--- src/rtl/eth_tx_sched.sv ---
// eth_tx_sched: Ethernet transmit scheduler.
// Chooses the next frame for the packet sender: ARP reply > ARP request > UDP.
// It also owns the ARP cache: the target MAC, its valid flag and the reply timeout.
// Optional feature macro: ETH_SCHED_UNICAST_REFRESH_EN. When it is defined, an ARP
// request sent while the cache is valid is unicast to the cached MAC. When it is
// undefined, every ARP request is broadcast.
module eth_tx_sched #(
   parameter int CLK_PER_MS    = 100000,
   parameter int ARP_PERIOD_MS = 3000
) (
   input  logic        clk,
   input  logic        rst,
   input  logic [1:0]  i_arp_op,
   input  logic [47:0] i_arp_mac,
   input  logic [31:0] i_arp_ip,
   input  logic [31:0] i_target_ip,
   input  logic        i_udp_req,
   input  logic        i_tx_sop,
   input  logic        i_tx_eop,
   output logic [3:0]  o_pkt_type,
   output logic [47:0] o_dst_mac,
   output logic [31:0] o_dst_ip,
   output logic        o_arp_valid,
   output logic        o_busy
);

   localparam int MS_W  = (CLK_PER_MS > 1) ? $clog2(CLK_PER_MS) : 1;
   localparam int PER_W = (ARP_PERIOD_MS > 1) ? $clog2(ARP_PERIOD_MS) : 1;
   localparam logic [MS_W-1:0]  MS_LAST  = MS_W'(CLK_PER_MS - 1);
   localparam logic [PER_W-1:0] PER_LAST = PER_W'(ARP_PERIOD_MS - 1);
   localparam logic [47:0]      BCAST_MAC = 48'hFFFF_FFFF_FFFF;

   localparam logic [1:0] ARP_OP_REQ   = 2'd1;
   localparam logic [1:0] ARP_OP_REPLY = 2'd2;

   localparam logic [3:0] PT_NONE     = 4'd0;
   localparam logic [3:0] PT_ARP_REQ  = 4'd1;
   localparam logic [3:0] PT_ARP_RESP = 4'd2;
   localparam logic [3:0] PT_UDP      = 4'd3;

   typedef enum logic [1:0] {
      ST_IDLE,
      ST_ARMED,
      ST_BUSY
   } state_t;

   state_t            state;
   state_t            state_nxt;
   logic [MS_W-1:0]   ms_cnt;
   logic [PER_W-1:0]  per_cnt;
   logic              ms_tick;
   logic              per_exp;
   logic              req_pend;
   logic              resp_pend;
   logic              waiting;
   logic [47:0]       resp_mac;
   logic [31:0]       resp_ip;
   logic [47:0]       cache_mac;
   logic [47:0]       req_mac;
   logic              arp_match;
   logic              sop_armed;
   logic              req_sop;
   logic              resp_sop;
   logic              udp_withdraw;
   logic [3:0]        arb_type;
   logic [3:0]        type_nxt;
   logic [47:0]       mac_nxt;
   logic [31:0]       ip_nxt;
   logic              busy_nxt;

   assign ms_tick   = (ms_cnt == MS_LAST);
   assign per_exp   = ms_tick && (per_cnt == PER_LAST);
   assign arp_match = (i_arp_op == ARP_OP_REPLY) && (i_arp_ip == i_target_ip);

   // A sop counts only when a frame is armed; the armed type tells us what left.
   assign sop_armed = (state == ST_ARMED) && i_tx_sop;
   assign req_sop   = sop_armed && (o_pkt_type == PT_ARP_REQ);
   assign resp_sop  = sop_armed && (o_pkt_type == PT_ARP_RESP);

   // An armed UDP frame is dropped once its destination or its payload goes away.
   assign udp_withdraw = (o_pkt_type == PT_UDP) && (!o_arp_valid || !i_udp_req);

`ifdef ETH_SCHED_UNICAST_REFRESH_EN
   assign req_mac = o_arp_valid ? cache_mac : BCAST_MAC;
`else
   assign req_mac = BCAST_MAC;
`endif

   // Millisecond timebase and ARP period timer; an outgoing request restarts both.
   // NOTE: clocked state uses non-blocking (<=) so every register samples pre-edge values.
   always_ff @(posedge clk or posedge rst) begin
      if (rst) begin
         ms_cnt  <= '0;
         per_cnt <= '0;
      end else if (req_sop) begin
         ms_cnt  <= '0;
         per_cnt <= '0;
      end else if (ms_tick) begin
         ms_cnt  <= '0;
         per_cnt <= (per_cnt == PER_LAST) ? '0 : per_cnt + 1'b1;
      end else begin
         ms_cnt <= ms_cnt + 1'b1;
      end
   end

   // Pending-frame flags, the latched reply destination and the ARP cache.
   // NOTE: the payload registers are reset too, so the outputs never carry X after reset.
   always_ff @(posedge clk or posedge rst) begin
      if (rst) begin
         req_pend    <= 1'b1;
         resp_pend   <= 1'b0;
         resp_mac    <= '0;
         resp_ip     <= '0;
         cache_mac   <= '0;
         o_arp_valid <= 1'b0;
         waiting     <= 1'b0;
      end else begin
         if (req_sop) begin
            req_pend <= 1'b0;
         end else if (per_exp) begin
            req_pend <= 1'b1;
         end

         // A new request beats the sop of the previous reply, so it is not lost.
         if (i_arp_op == ARP_OP_REQ) begin
            resp_pend <= 1'b1;
            resp_mac  <= i_arp_mac;
            resp_ip   <= i_arp_ip;
         end else if (resp_sop) begin
            resp_pend <= 1'b0;
         end

         // A matching reply beats a timeout in the same cycle.
         if (arp_match) begin
            cache_mac   <= i_arp_mac;
            o_arp_valid <= 1'b1;
            waiting     <= 1'b0;
         end else begin
            if (per_exp && waiting) begin
               o_arp_valid <= 1'b0;
            end
            if (req_sop) begin
               waiting <= 1'b1;
            end
         end
      end
   end

   // Fixed-priority choice among the frames that are ready to go.
   // NOTE: each always_comb assigns a default first so no latch is inferred.
   always_comb begin
      arb_type = PT_NONE;
      if (resp_pend) begin
         arb_type = PT_ARP_RESP;
      end else if (req_pend) begin
         arb_type = PT_ARP_REQ;
      end else if (i_udp_req && o_arp_valid) begin
         arb_type = PT_UDP;
      end
   end

   // State register and the registered sender-facing outputs.
   always_ff @(posedge clk or posedge rst) begin
      if (rst) begin
         state      <= ST_IDLE;
         o_pkt_type <= PT_NONE;
         o_dst_mac  <= BCAST_MAC;
         o_dst_ip   <= '0;
         o_busy     <= 1'b0;
      end else begin
         state      <= state_nxt;
         o_pkt_type <= type_nxt;
         o_dst_mac  <= mac_nxt;
         o_dst_ip   <= ip_nxt;
         o_busy     <= busy_nxt;
      end
   end

   // Next-state logic: arm, hand over on sop, release on eop or withdraw.
   always_comb begin
      state_nxt = state;
      case (state)
         ST_IDLE: begin
            if (arb_type != PT_NONE) begin
               state_nxt = ST_ARMED;
            end
         end
         ST_ARMED: begin
            if (i_tx_sop) begin
               state_nxt = ST_BUSY;
            end else if (udp_withdraw) begin
               state_nxt = ST_IDLE;
            end
         end
         ST_BUSY: begin
            if (i_tx_eop) begin
               state_nxt = ST_IDLE;
            end
         end
         default: state_nxt = ST_IDLE;
      endcase
   end

   // Output logic: capture type and destination on arming, hold until release.
   always_comb begin
      type_nxt = o_pkt_type;
      mac_nxt  = o_dst_mac;
      ip_nxt   = o_dst_ip;
      busy_nxt = o_busy;
      case (state)
         ST_IDLE: begin
            type_nxt = arb_type;
            busy_nxt = (arb_type != PT_NONE);
            case (arb_type)
               PT_ARP_RESP: begin
                  mac_nxt = resp_mac;
                  ip_nxt  = resp_ip;
               end
               PT_ARP_REQ: begin
                  mac_nxt = req_mac;
                  ip_nxt  = i_target_ip;
               end
               PT_UDP: begin
                  mac_nxt = cache_mac;
                  ip_nxt  = i_target_ip;
               end
               default: ;
            endcase
         end
         ST_ARMED: begin
            if (!i_tx_sop && udp_withdraw) begin
               type_nxt = PT_NONE;
               busy_nxt = 1'b0;
            end
         end
         ST_BUSY: begin
            if (i_tx_eop) begin
               type_nxt = PT_NONE;
               busy_nxt = 1'b0;
            end
         end
         default: begin
            type_nxt = PT_NONE;
            busy_nxt = 1'b0;
         end
      endcase
   end

endmodule
--- config.mk ---
export PLATFORM = sky130hd
export DESIGN_NAME = eth_tx_sched
export DESIGN_NICKNAME = d
export VERILOG_FILES = /design/src/rtl/eth_tx_sched.sv
export SDC_FILE = /design/constraint.sdc
export NUM_CORES = 1
export LEC_CHECK = 0
export CAP_MARGIN = 10
export CORE_MARGIN = 2
export CORE_UTILIZATION = 55
export CTS_CLUSTER_SIZE = 30
export DETAILED_ROUTE_END_ITERATION = 6
export MAX_ROUTING_LAYER = met4
export PLACE_DENSITY = 0.86
export RECOVER_POWER = 25
export SLEW_MARGIN = 40
export SYNTH_ARGS = -nofsm -noshare
export SYNTH_HDL_FRONTEND = slang
export SYNTH_SLANG_ARGS = --single-unit
--- constraint.sdc ---
create_clock -name clk -period 21.5 [get_ports clk]
set_clock_uncertainty 0.05 [all_clocks]
set_input_delay 6.45 -clock clk [delete_from_list [all_inputs] [get_ports clk]]
set_output_delay 6.45 -clock clk [all_outputs]
set_load 0.05 [all_outputs]
# After elaboration in Yosys (flattened, before gate mapping)
# Index checks and enable logic that the tools add are counted.
dict set report word_totals {
  reg_bits 248
  word_cells 89
}
dict set report op_classes {
  eq_ne 17
  n_reduce_logical 27
  muxes 29
  addsub 2
}
# operator count
set ops {}
lappend ops {{one-hot mux 48 bit (3 select lines)} 1}
lappend ops {{one-hot mux 32 bit (2 select lines)} 1}
lappend ops {{two-way mux 12 bit} 3}
lappend ops {{two-way mux 17 bit} 2}
lappend ops {{== test 32 bit} 1}
lappend ops {{adder 17 x 1 -> 17 bit, second input constant} 1}
lappend ops {{== test 17 bit, second input constant} 1}
lappend ops {{== test 4 x 2 -> 1 bit, second input constant} 4}
lappend ops {{two-way mux 2 bit} 7}
lappend ops {{adder 12 x 1 -> 12 bit, second input constant} 1}
lappend ops {{== test 12 bit, second input constant} 1}
lappend ops {{one-hot mux 4 bit (3 select lines)} 1}
lappend ops {{nonzero test 2 bit} 6}
lappend ops {{two-way mux 1 bit} 10}
lappend ops {{logical AND 1 bit} 9}
lappend ops {{== test 4 x 1 -> 1 bit, second input constant} 2}
lappend ops {{two-way mux 4 bit} 2}
lappend ops {{one-hot mux 2 bit (3 select lines)} 1}
lappend ops {{AND reduction 2 bit} 3}
lappend ops {{== test 2 x 1 -> 1 bit, second input constant} 2}
lappend ops {{== test 2 bit, second input constant} 2}
lappend ops {{!= test 2 bit, second input constant} 2}
lappend ops {{nonzero test 4 bit} 1}
lappend ops {{logical NOT 1 bit} 3}
lappend ops {{other kinds (8)} 8}

# Longest topological paths before layout
# Gate-level depths: netlist of the first run.
dict set report logic_depth {
  word_depth 8
  mapped_depth 7
  ltp_nobuf 6
}

# Least setup slack after synthesis of the first run
# No wires, ideal clock.
dict set report synth_timing {
  path_kind {input to register}
  start {input port i_arp_ip[10]}
  end {register cache_mac[10]}
  setup_ns 0.125
  arrival_time_ns 7.875
  path_buffers 1
  stages 6
  path_slack_ns 13.450
  path_cell_list {xor2_1 > nor4_1 > nand4b_1 > nor3_1 > buf_2 > mux2_2}
}
dict set report synth_between {
  elab_chain_len 2
}
# element line_no
set synth_lines {}
lappend synth_lines {{start, declared} 15} ;# input logic [31:0] i_arp_ip,
lappend synth_lines {{== test 32 bit} 73} ;# assign arp_match = (i_arp_op == ARP_OP_REPLY) && (i_arp_ip == i_target_ip);
lappend synth_lines {{logical AND 1 bit} 73}
lappend synth_lines {{end signal, assigned} 135} ;# cache_mac <= i_arp_mac;
lappend synth_lines {{end, declared} 58} ;# logic [47:0] cache_mac;
# Every way passes these cells.
# A chain may end at the register's enable or synchronous reset.

==> results of run 1 <==
-- worst max-delay path, delay by kind of cell --
| kind | cells | cell delay, ns |
|---|---|---|
| buffers and inverters | 3 | 5.38 |
-- flip-flops by register name, summed over array words and instances, names as in the netlist, 2 cells and up --
| signal | cells |
|---|---|
| o_pkt_type | 2 |
| o_dst_mac | 48 |
| ms_cnt | 17 |
| o_dst_ip | 32 |
| resp_mac | 48 |
| per_cnt | 12 |
| resp_ip | 32 |
| cache_mac | 48 |
| state | 2 |
-- worst max path at each step --
stage	slack, ns	start	cells after the start	to
final	9.42	rst	3	resp_mac[27]$_DFFE_PP0P_
after detailed placement	12.29	i_target_ip[5]	7	cache_mac[23]$_DFFE_PP0P_
after CTS	12.81	i_target_ip[5]	7	cache_mac[13]$_DFFE_PP0P_
after global routing	8.21	rst	3	resp_mac[27]$_DFFE_PP0P_
after floorplan	8.32	rst	1	cache_mac[0]$_DFFE_PP0P_
after global placement	12.33	i_target_ip[5]	7	cache_mac[28]$_DFFE_PP0P_
-- cell usage in the layout, fill, tap and decap left out, drive strengths merged, types with 3 or more instances in the layout --
| cell | count |
|---|---|
| o22ai | 48 |
| xor2 | 41 |
| clkdlybuf4s50 | 198 |
| nand4b | 4 |
| nor4 | 7 |
| or3 | 7 |
| nor3 | 4 |
| xnor2 | 5 |
| mux2i | 33 |
| nand4 | 5 |
| and3 | 5 |
| a21oi | 14 |
| clkbuf | 44 |
| dfstp | 49 |
| mux2 | 128 |
| o21ai | 94 |
| nand3 | 16 |
| nor2 | 22 |
| and4 | 4 |
| nand2b | 3 |
| inv | 3 |
| dlygate4sd3 | 4 |
| nand2 | 97 |
| and2 | 7 |
| buf | 9 |
| dfrtp | 197 |
-- power by group through the flow --
| stage | clock network (mW) | registers, mW | logic [mW] |
|---|---|---|---|
| 5_1_grt | 0.470 | 0.702 | 0.786 |
| 3_5_place_dp | 0 | 0.693 | 0.733 |
| 4_1_cts | 0.449 | 0.688 | 0.736 |
| 2_1_floorplan | 0 | 0.948 | 0.228 |
| 3_3_place_gp | 0 | 0.687 | 0.716 |
| 6_report | 0.441 | 0.687 | 0.734 |
-- area by class of cell --
class,count,area [sq um]
multi-input cells,566,4056
flip-flops and latches,246,6217
inverters,4,16.27
diodes,1,2.502
well taps,234,292.8
clock inverters,4,72.57
clock buffers,43,765.7
repair buffers,212,2110
fillers,1301,5172
-- per-stage QoR --
stage	cells	power [mW]
2_1_floorplan	868	1.177
3_3_place_gp	1261	1.403
3_5_place_dp	1261	1.426
4_1_cts	1308	1.873
5_1_grt	1310	1.959
6_report	1310	1.862
-- kinds of logic after synthesis --
family                   Yosys count  share of synthesized area
buffers and inverters             56                    0.02183
adder cells (fa/ha/maj)            2                   0.002386
flip-flops                       246                     0.5929
XOR/XNOR                          46                    0.03842
other                              1                  0.0003576
AO/OA/AOI/OAI                    164                    0.08746
AND/OR/NAND/NOR                  191                    0.08770
multiplexers                     161                     0.1690
-- per-layer routing --
metal / up-vias / wire, um / global-route usage
met5: - / 0 / -
met2: 167 / 12210 / 0.4157
met4: 0 / 621 / 0.07316
met1: 3738 / 10230 / 0.3174
li1: 3441 / - / -
met3: 50 / 1275 / 0.05182
==> flow_metrics.py, run 1 <==
metrics = {
    "power": {
        "ir_drop_v": 0.00009542,
        "switching_share": 0.3945,
        "comb_power_share": 0.394,
        "p_per_area_mw_per_mm2": 137.6,
        "power_frac_seq": 0.369,
        "power.switching_mw": 0.7347,
        "power.leakage_nw": 5.741,
        "p_int_mw": 1.128,
        "clkPwrFrac": 0.237,
    },
    "setup_path": {
        "cp-end-kind": "async pin",
        "cp.arrival_ns": 11.94,
        "startpoint_type": "input port",
        "ff2ff_path_depth": 6,
        "worstPathRequired_ns": 21.36,
        "r2r_start": "o_arp_valid$_DFFE_PP0P_",
        "r2r-end": "o_dst_ip[14]$_DFFE_PP0P_",
        "crit_path_top_delay_cell": "clkinvlp_2",
        "path_cells": "dlygate4sd3_1 > clkinvlp_2 > clkbuf_1",
        "crit_path_max_fanout": 100,
        "ff2ff_setup_slack_ns": 19.03,
        "crit_type": "in2async",
        "cpPeakStageDelay_ns": 2.44,
    },
    "timing": {
        "hold_slack_ns": 0.4117,
        "slew_viol_final": 199,
        "fin_crit_sh": 0.5617,
        "slew_headroom": -1.934,
        "setup_viol": 0,
        "tns_ns": 0,
        "hold_viol_final": 0,
        "fmax_ghz": 0.08280,
        "rsz0062_at_grt": "no",
        "min_period_ns": 12.08,
        "tightestPinTransition_ns": 4.377,
        "fin_ws_ns": 9.423,
    },
    "placement": {
        "place_congestion": 0.8594,
        "dp_hpwl_um": 15940,
        "io_buffers": 202,
        "placed_area_sq_mm": 0.01271,
        "preCtsSetupSlack_ns": 12.29,
    },
    "synthesis": {
        "synth-seq-area-share": 0.5929,
        "yosys.area.top_type": "dfrtp_1",
        "postSynthCellCount": 867,
        "avgSynthCellArea_sq_um": 12.09,
        "ys_top_cells_by_count": "197 x dfrtp_1, 124 x mux2_2, 97 x nand2_1, 92 x o21ai_0, 49 x dfstp_2",
        "yosysUniqueCellTypes": 45,
        "synth_top_area_frac": 0.4701,
        "synthFlopType": "dfrtp_1",
        "synth.most_common_cell": "dfrtp_1",
        "ys.warnings.count": 0,
        "yosys-top-cells-area": "dfrtp_1 47%, mux2_2 13%, dfstp_2 12%",
        "synth_edf_count": 0,
        "ys_seq_elements": 246,
        "syn_area_sq_mm": 0.01049,
        "synthArstFlopShare": 1.000,
    },
    "drt": {
        "antenna_left": 0,
        "vias": 7396,
        "vias_per_cell": 5.646,
        "drc_errors": 0,
        "post_drt_wl_per_cell_um": 18.58,
        "drt-total-wl_um": 24340,
        "drtIter0Drc": 368,
        "drt_pass1_iterations": 4,
    },
    "cts": {
        "clock_latency_ns": 0.52,
        "cts_tree": "yes",
        "cts.hold.buffers_added": 0,
        "clock-root-buffer": "clkbuf_16",
        "clkSinkCount": 246,
        "clockBufferDepth": 3,
        "cts_resized": 0,
        "cts_buffers": 26,
        "path_clk_slew_ns": 0.06,
        "cts_setup_buffers": 0,
        "cts_htree_levels": 1,
    },
    "die": {
        "start_util": 0.5606,
        "rows": 50,
        "core_area_sq_mm": 0.01871,
        "die_x_um": 142.1,
        "pin_count": 205,
        "die_y_um": 142.1,
        "dieArea_sq_mm": 0.02019,
    },
    "finish": {
        "fin_nets": 1177,
        "final_core_util": 0.7235,
        "area_delta_synth_final_pct": 29.05,
        "drive_above_1_share": 0.2093,
        "final_area_sq_mm": 0.01353,
    },
    "outcome": {
        "violations": "capacitance limit, slew limit",
        "outcome": "finished, violations left",
    },
    "grt": {
        "grt_pass1_vias": 7777,
        "grt_max_degree": 101,
        "gr-total-overflow": 0,
        "grt.total_usage": 0.2517,
        "antenna_found_initial": 1,
        "grt_pass1_wl_um": 39440,
    },
    "hold_path": {
        "min_to": "ms_cnt[0]$_DFF_PP0_",
        "hp-class": "reg2reg",
        "hold-path-cell-count": 1,
        "hold_start": "ms_cnt[0]$_DFF_PP0_",
    },
    "flow_run": {
        "max_cap_violations": 3,
    },
}
(Power assumes the default switching activity.)
==> inputs of run 2 (changes only) <==
CORE_UTILIZATION = 52   (was 55)
PLACE_DENSITY = 0.82   (was 0.86)
clock period = 12 ns   (was 21.5 ns; I/O delays follow)
==> flow_metrics.py, run 2 (synthesis gave the netlist of run 1 again) <==
metrics = {
    "grt": {
        "grt.total_usage": 0.2351,
        "gr-total-overflow": 0,
        "grt_max_degree": 95,
        "grt_pass1_vias": 7924,
        "grt_pass1_wl_um": 39910,
        "antenna_found_initial": 1,
    },
    "setup_path": {
        "worstPathRequired_ns": 12.51,
        "critPathTopFamily": "buffers and inverters",
        "crit_path_max_fanout": 86,
        "cp.buffers_inverters": 3,
        "cp.arrival_ns": 7.19,
        "path_cells": "dlygate4sd3_1 > clkinvlp_2 > buf_6",
        "cp-end-kind": "async pin",
        "crit_path_top_delay_cell": "clkinvlp_2",
        "cpPeakStageDelay_ns": 2.19,
        "crit_type": "in2async",
        "startpoint_type": "input port",
    },
    "placement": {
        "preCtsSetupSlack_ns": 5.732,
        "placed_area_sq_mm": 0.01274,
        "place_congestion": 0.8162,
        "dp_hpwl_um": 15730,
        "io_buffers": 202,
    },
    "die": {
        "pin_count": 205,
        "die_x_um": 146.0,
        "core_area_sq_mm": 0.01965,
        "die_y_um": 146.0,
        "start_util": 0.5335,
        "rows": 51,
        "dieArea_sq_mm": 0.02132,
    },
    "cts": {
        "clock_latency_ns": 0.51,
        "cts_resized": 0,
        "clockBufferDepth": 3,
        "cts.hold.buffers_added": 0,
        "cts_tree": "yes",
        "clock-root-buffer": "clkbuf_16",
        "cts_buffers": 26,
        "clkSinkCount": 246,
        "cts_htree_levels": 1,
        "path_clk_slew_ns": 0.06,
        "cts_setup_buffers": 0,
    },
    "power": {
        "p_per_area_mw_per_mm2": 250.7,
        "ir_drop_v": 0.0001621,
        "totalPowerFinal_mw": 3.432,
        "power.leakage_nw": 5.817,
    },
    "timing": {
        "slew_headroom": -1.620,
        "rsz0062_at_grt": "no",
        "fin_crit_sh": 0.5564,
        "hold_viol_final": 0,
        "tns_ns": 0,
        "setup_viol": 0,
        "fin_ws_ns": 5.323,
        "slew_viol_final": 200,
        "fmax_ghz": 0.1498,
        "tightestPinTransition_ns": 3.908,
        "min_period_ns": 6.677,
    },
    "drt": {
        "post_drt_wl_per_cell_um": 18.01,
        "drt_pass1_iterations": 4,
        "drtIter0Drc": 275,
        "antenna_left": 0,
        "drt-total-wl_um": 24140,
        "drc_errors": 0,
        "vias_per_cell": 5.521,
        "vias": 7398,
    },
    "flow_run": {
        "max_cap_violations": 3,
    },
    "finish": {
        "final_area_sq_mm": 0.01369,
        "regArea_sq_mm": 0.006217,
        "drive_above_1_share": 0.2197,
        "multi_input_area_sq_mm": 0.004056,
        "final_cell_mix": "198 x clkdlybuf4s50_1, 197 x dfrtp_1, 124 x mux2_2",
        "fin_nets": 1175,
        "nFillCells": 1465,
        "area_delta_synth_final_pct": 30.58,
        "final_common_cell": "clkdlybuf4s50_1",
        "largestRegisters": "cache_mac x48, o_dst_mac x48, resp_mac x48",
    },
    "hold_path": {
        "hp-class": "reg2reg",
    },
    "outcome": {
        "outcome": "finished, violations left",
        "violations": "capacitance limit, slew limit",
    },
}
[run 2: changes by cell type in the layout (fill, tap and decap cells not counted), moves of 2 or more]
cell / previous run / this run
bufinv_16: 2 / 6
buf_4: 7 / 5
buf_6: 1 / 3
clkbuf_8: 3 / 5
clkinv_2: 1 / 7
clkbuf_1: 14 / 2
[run 2: path summary, 6_finish.rpt]
path	cells after the start	start	slack [ns]	end
worst max register to register	5	resp_pend$_DFFE_PP0P_	8.75	o_dst_ip[2]$_DFFE_PP0P_
min in group asynchronous	2	rst	4.66	resp_ip[25]$_DFFE_PP0P_
max in group clk	4	i_arp_op[1]	5.36	resp_mac[28]$_DFFE_PP0P_
worst min-delay path	1	ms_cnt[0]$_DFF_PP0_	0.40	ms_cnt[0]$_DFF_PP0_
worst min register to register	1	ms_cnt[0]$_DFF_PP0_	0.40	ms_cnt[0]$_DFF_PP0_
worst max-delay path	3	rst	5.32	resp_mac[5]$_DFFE_PP0P_
[run 2: where the power goes]
group          total (mW)  internal [mW]  switching, mW
Sequential           1.23           1.10          0.134
Clock               0.898          0.570          0.328
Combinational        1.30          0.447          0.857
[run 2: worst reg2reg max path: cells and delay by family, from the launching register on]
kind	cells	cell delay, ns
DFF	1	0.43
and+or+nand+nor	3	1.74
buffers and inverters	1	0.64
AOI/OAI and AO/OA	1	0.24
[run 2: area by class of cell]
| class | count | area share |
|---|---|---|
| Sequential cell | 246 | 0.4540 |
| Timing Repair Buffer | 210 | 0.1529 |
| Inverter | 4 | 0.001188 |
| Multi-Input combinational cell | 566 | 0.2962 |
| Antenna cell | 1 | 0.0001827 |
| Clock buffer | 34 | 0.05492 |
| Clock inverter | 14 | 0.01636 |
| Tap cell | 265 | 0.02421 |
[run 2: stage by stage]
stage	hold slack, ns	utilization	std cells
global route	0.4382	0.6967	1340
detailed placement	0.3983	0.6485	1291
global placement	0.3963	0.6479	1291
floorplan	0.3745	-	868
finish	0.4022	0.6967	1340
CTS	0.4063	0.6981	1339
[run 2: routing by layer]
metal | up-vias | track usage | routed length, um
met5 | - | - | 0
met4 | 0 | 0.07039 | 643
met3 | 47 | 0.04671 | 1197
met2 | 182 | 0.3880 | 12080
met1 | 3729 | 0.2964 | 10220
li1 | 3440 | - | -
==> patch: new RTL, settings of run 1 <==
The parameter `ARP_PERIOD_MS` goes from 3000 to 6000.
--- a/src/rtl/eth_tx_sched.sv
+++ b/src/rtl/eth_tx_sched.sv
@@ -8,3 +8,3 @@
    parameter int CLK_PER_MS    = 100000,
-   parameter int ARP_PERIOD_MS = 3000
+   parameter int ARP_PERIOD_MS = 6000
 ) (
Check against the original RTL: no difference found for any inputs over 4 cycles, from zero or initial values and one cycle with rst high; that may be too few to reach the edited logic, so the function may still have changed.
==> patch against run 1 <==
Sequential cell count grew 1; the run still ends with capacitance limit, slew limit left; critical endpoint is now cache_mac[41]; critical path type unchanged; setup slack gained 2.2 ns; non-clock buffer count is 3 lower; core utilization decreased by 0.24 points; wire length rose by 0.84%; synthesized area grew 0.52%; cell area stayed put; total power is 2.9% higher.
==> patch: results (changes against run 1) <==
Hold path
  – Min-Delay Path Depth: 2 (+1)
  – Hold path endpoint: o_dst_ip[3]
  – Hold WC Path Type: flip-flop to flip-flop
  – HP Start: o_dst_ip[3]

Clocking
  – Clk slew on worst S/H paths: 0.06 ns (about the same)
  – Htree depth: 1 (unchanged)
  – Resized Gates After CTS: 0 (unchanged)
  – CTS max path bufs: 3 (unchanged)
  – Root Buffer: clkbuf_16
  – Clock Latency Late Sink: about 0.53 ns
  – Postcts setup bufs: 0 (unchanged)
  – Total CTS buffers: 26 (unchanged)

Setup path
  – CP Max Fanout: 105 (+5.0%)
  – Reg2reg start: o_arp_valid
  – Setup slack, reg-to-reg: 18.27 ns (-0.76 ns)
  – Worst reg-to-reg path cell count: 5 (-1)
  – CP peak stage delay: 2.59 ns (+0.15 ns)
  – Arrival time worst endpoint: 9.64 ns (-2.30 ns)
  – Crit-path slowest cell: clkinvlp_2
  – R2R Path End: o_dst_ip[11]
  – CP delay by family, top: buffers and inverters

Timing
  – Worst-Margin Slew: 4.62 ns (+0.241 ns)
  – Slew Viols, Final: 178 (-11%)

Route
  – Pre-antenna DRT Iters: 4 (unchanged)
  – Via Count: 7382 (-0.19%)
  – DRT iter0 DRCs: 313 (-15%)
  – Avg WL per Cell: 18.7 µm (+0.76%)

Cells and area
  – Final net count: 1177 (unchanged)
  – Final instance area: 13500 µm² (unchanged)
  – # fillers: 1300 (-0.077%)
  – Registers with the most flip-flops: cache_mac (48), o_dst_mac (48), resp_mac (48)
  – Layout cells sized above 1: 21.5% (+0.54 points)

Placement
  – RD Place Congestion: 0.819 (-4.7%)
  – Cell Area, Placed: 12700 µm² (+0.24%)
  – Post-DP HPWL: 15.9 mm (-0.43%)
  – PortBufs: 202 (unchanged)

Pwr
  – Peak supply drop: 97.8 µV (+2.5%)
  – Leak: 5.76 nW (+0.37%)

Yosys
  – Sequential share of the synthesized area: 59.2% (-0.072 points)
  – Synth unique cells: 47 (+4.4%)
  – Synth top cells by count: 198 x dfrtp_1, 125 x mux2_2, 98 x nand2_1
  – Top FF cell, synth: dfrtp_1
  – Dominant cells by area after synthesis: dfrtp_1 47%, mux2_2 13%, dfstp_2 12%, o21ai_0 4.3%, nand2_1 3.5%
  – Asr flop ratio synth: 100% (unchanged)
  – Ys Warns: 0 (unchanged)

GRT
  – GR Util All Layers: 25.0% (-0.18 points)
  – First-pass GRT wire length: 39.1 mm (-0.87%)
  – Antenna violations before repair: 1 (unchanged)
  – Vias in the first global route: 7684 (-1.2%)
  – Largest net degree at the start of global routing: 106 (+5.0%)

Flow run
  – Max-cap viol count: 3 (unchanged)

Status
  – Failing checks: capacitance limit, slew limit
  – Status: complete, but fails checks
patch: changes by cell type after synthesis, sizes merged, moves of 3 or more:
cell / before / now
a21o: 0 / 3
and2: 7 / 2
and4: 4 / 1
nor2: 22 / 26
nor3: 4 / 7
o21ai: 94 / 91
patch: per-layer routing:
layer	wire length, µm	part of all wire (%)	global-route usage (%)
met1	10200	41	30.4
met2	12300	50	42.6
met3	1210	4.9	4.17
met4	871	3.5	8.55
met5	0	0	-
patch: cell type report:
type / instances / share of cell area (%)
Tap cell: 234 / 2.16
Antenna cell: 1 / 0.0185
Clock buffer: 36 / 5.38
Sequential cell: 247 / 46.1
Timing Repair Buffer: 209 / 15.4
Clock inverter: 12 / 0.851
Multi-Input combinational cell: 567 / 29.9
Inverter: 5 / 0.148
patch: logic make-up (layout without fill, tap and decap cells):
group / count (synthesis) / in the layout / share of synthesized area [%]
muxes: 161 / 161 / 16.8
DFF: 247 / 247 / 59.2
AOI/OAI and AO/OA: 163 / 163 / 8.66
and+or+nand+nor: 193 / 193 / 8.85
buffers and inverters: 56 / 262 / 2.35
xor gates and xnor gates: 46 / 46 / 3.82
adders and majority gates: 2 / 2 / 0.237
other: 1 / 3 / 0.0356
patch: worst max-delay path by stage:
stage,slack (ns),from,to,cells past startpoint
final,11.62,rst,cache_mac[41],2
after global routing,10.88,rst,ms_cnt[10],2
after CTS,12.77,i_target_ip[31],cache_mac[13],7
after detailed placement,12.18,i_target_ip[31],cache_mac[29],7
after global placement,12.19,i_arp_ip[12],cache_mac[32],7
after floorplan,8.29,rst,cache_mac[0],1
patch: report_power, final:
part	switching, mW	total (mW)	internal (mW)
combinational	0.510	0.776	0.266
sequential	0.0826	0.709	0.626
clock	0.182	0.433	0.251
patch: metrics by stage:
step                      hold slack, ns  worst slack (ns)  instances
after floorplan                    0.405              8.29        870
after detailed placement           0.419             12.18       1262
after global routing               0.452             10.88       1311
after global placement             0.411             12.19       1262
after CTS                          0.431             12.77       1310
final                              0.425             11.62       1311
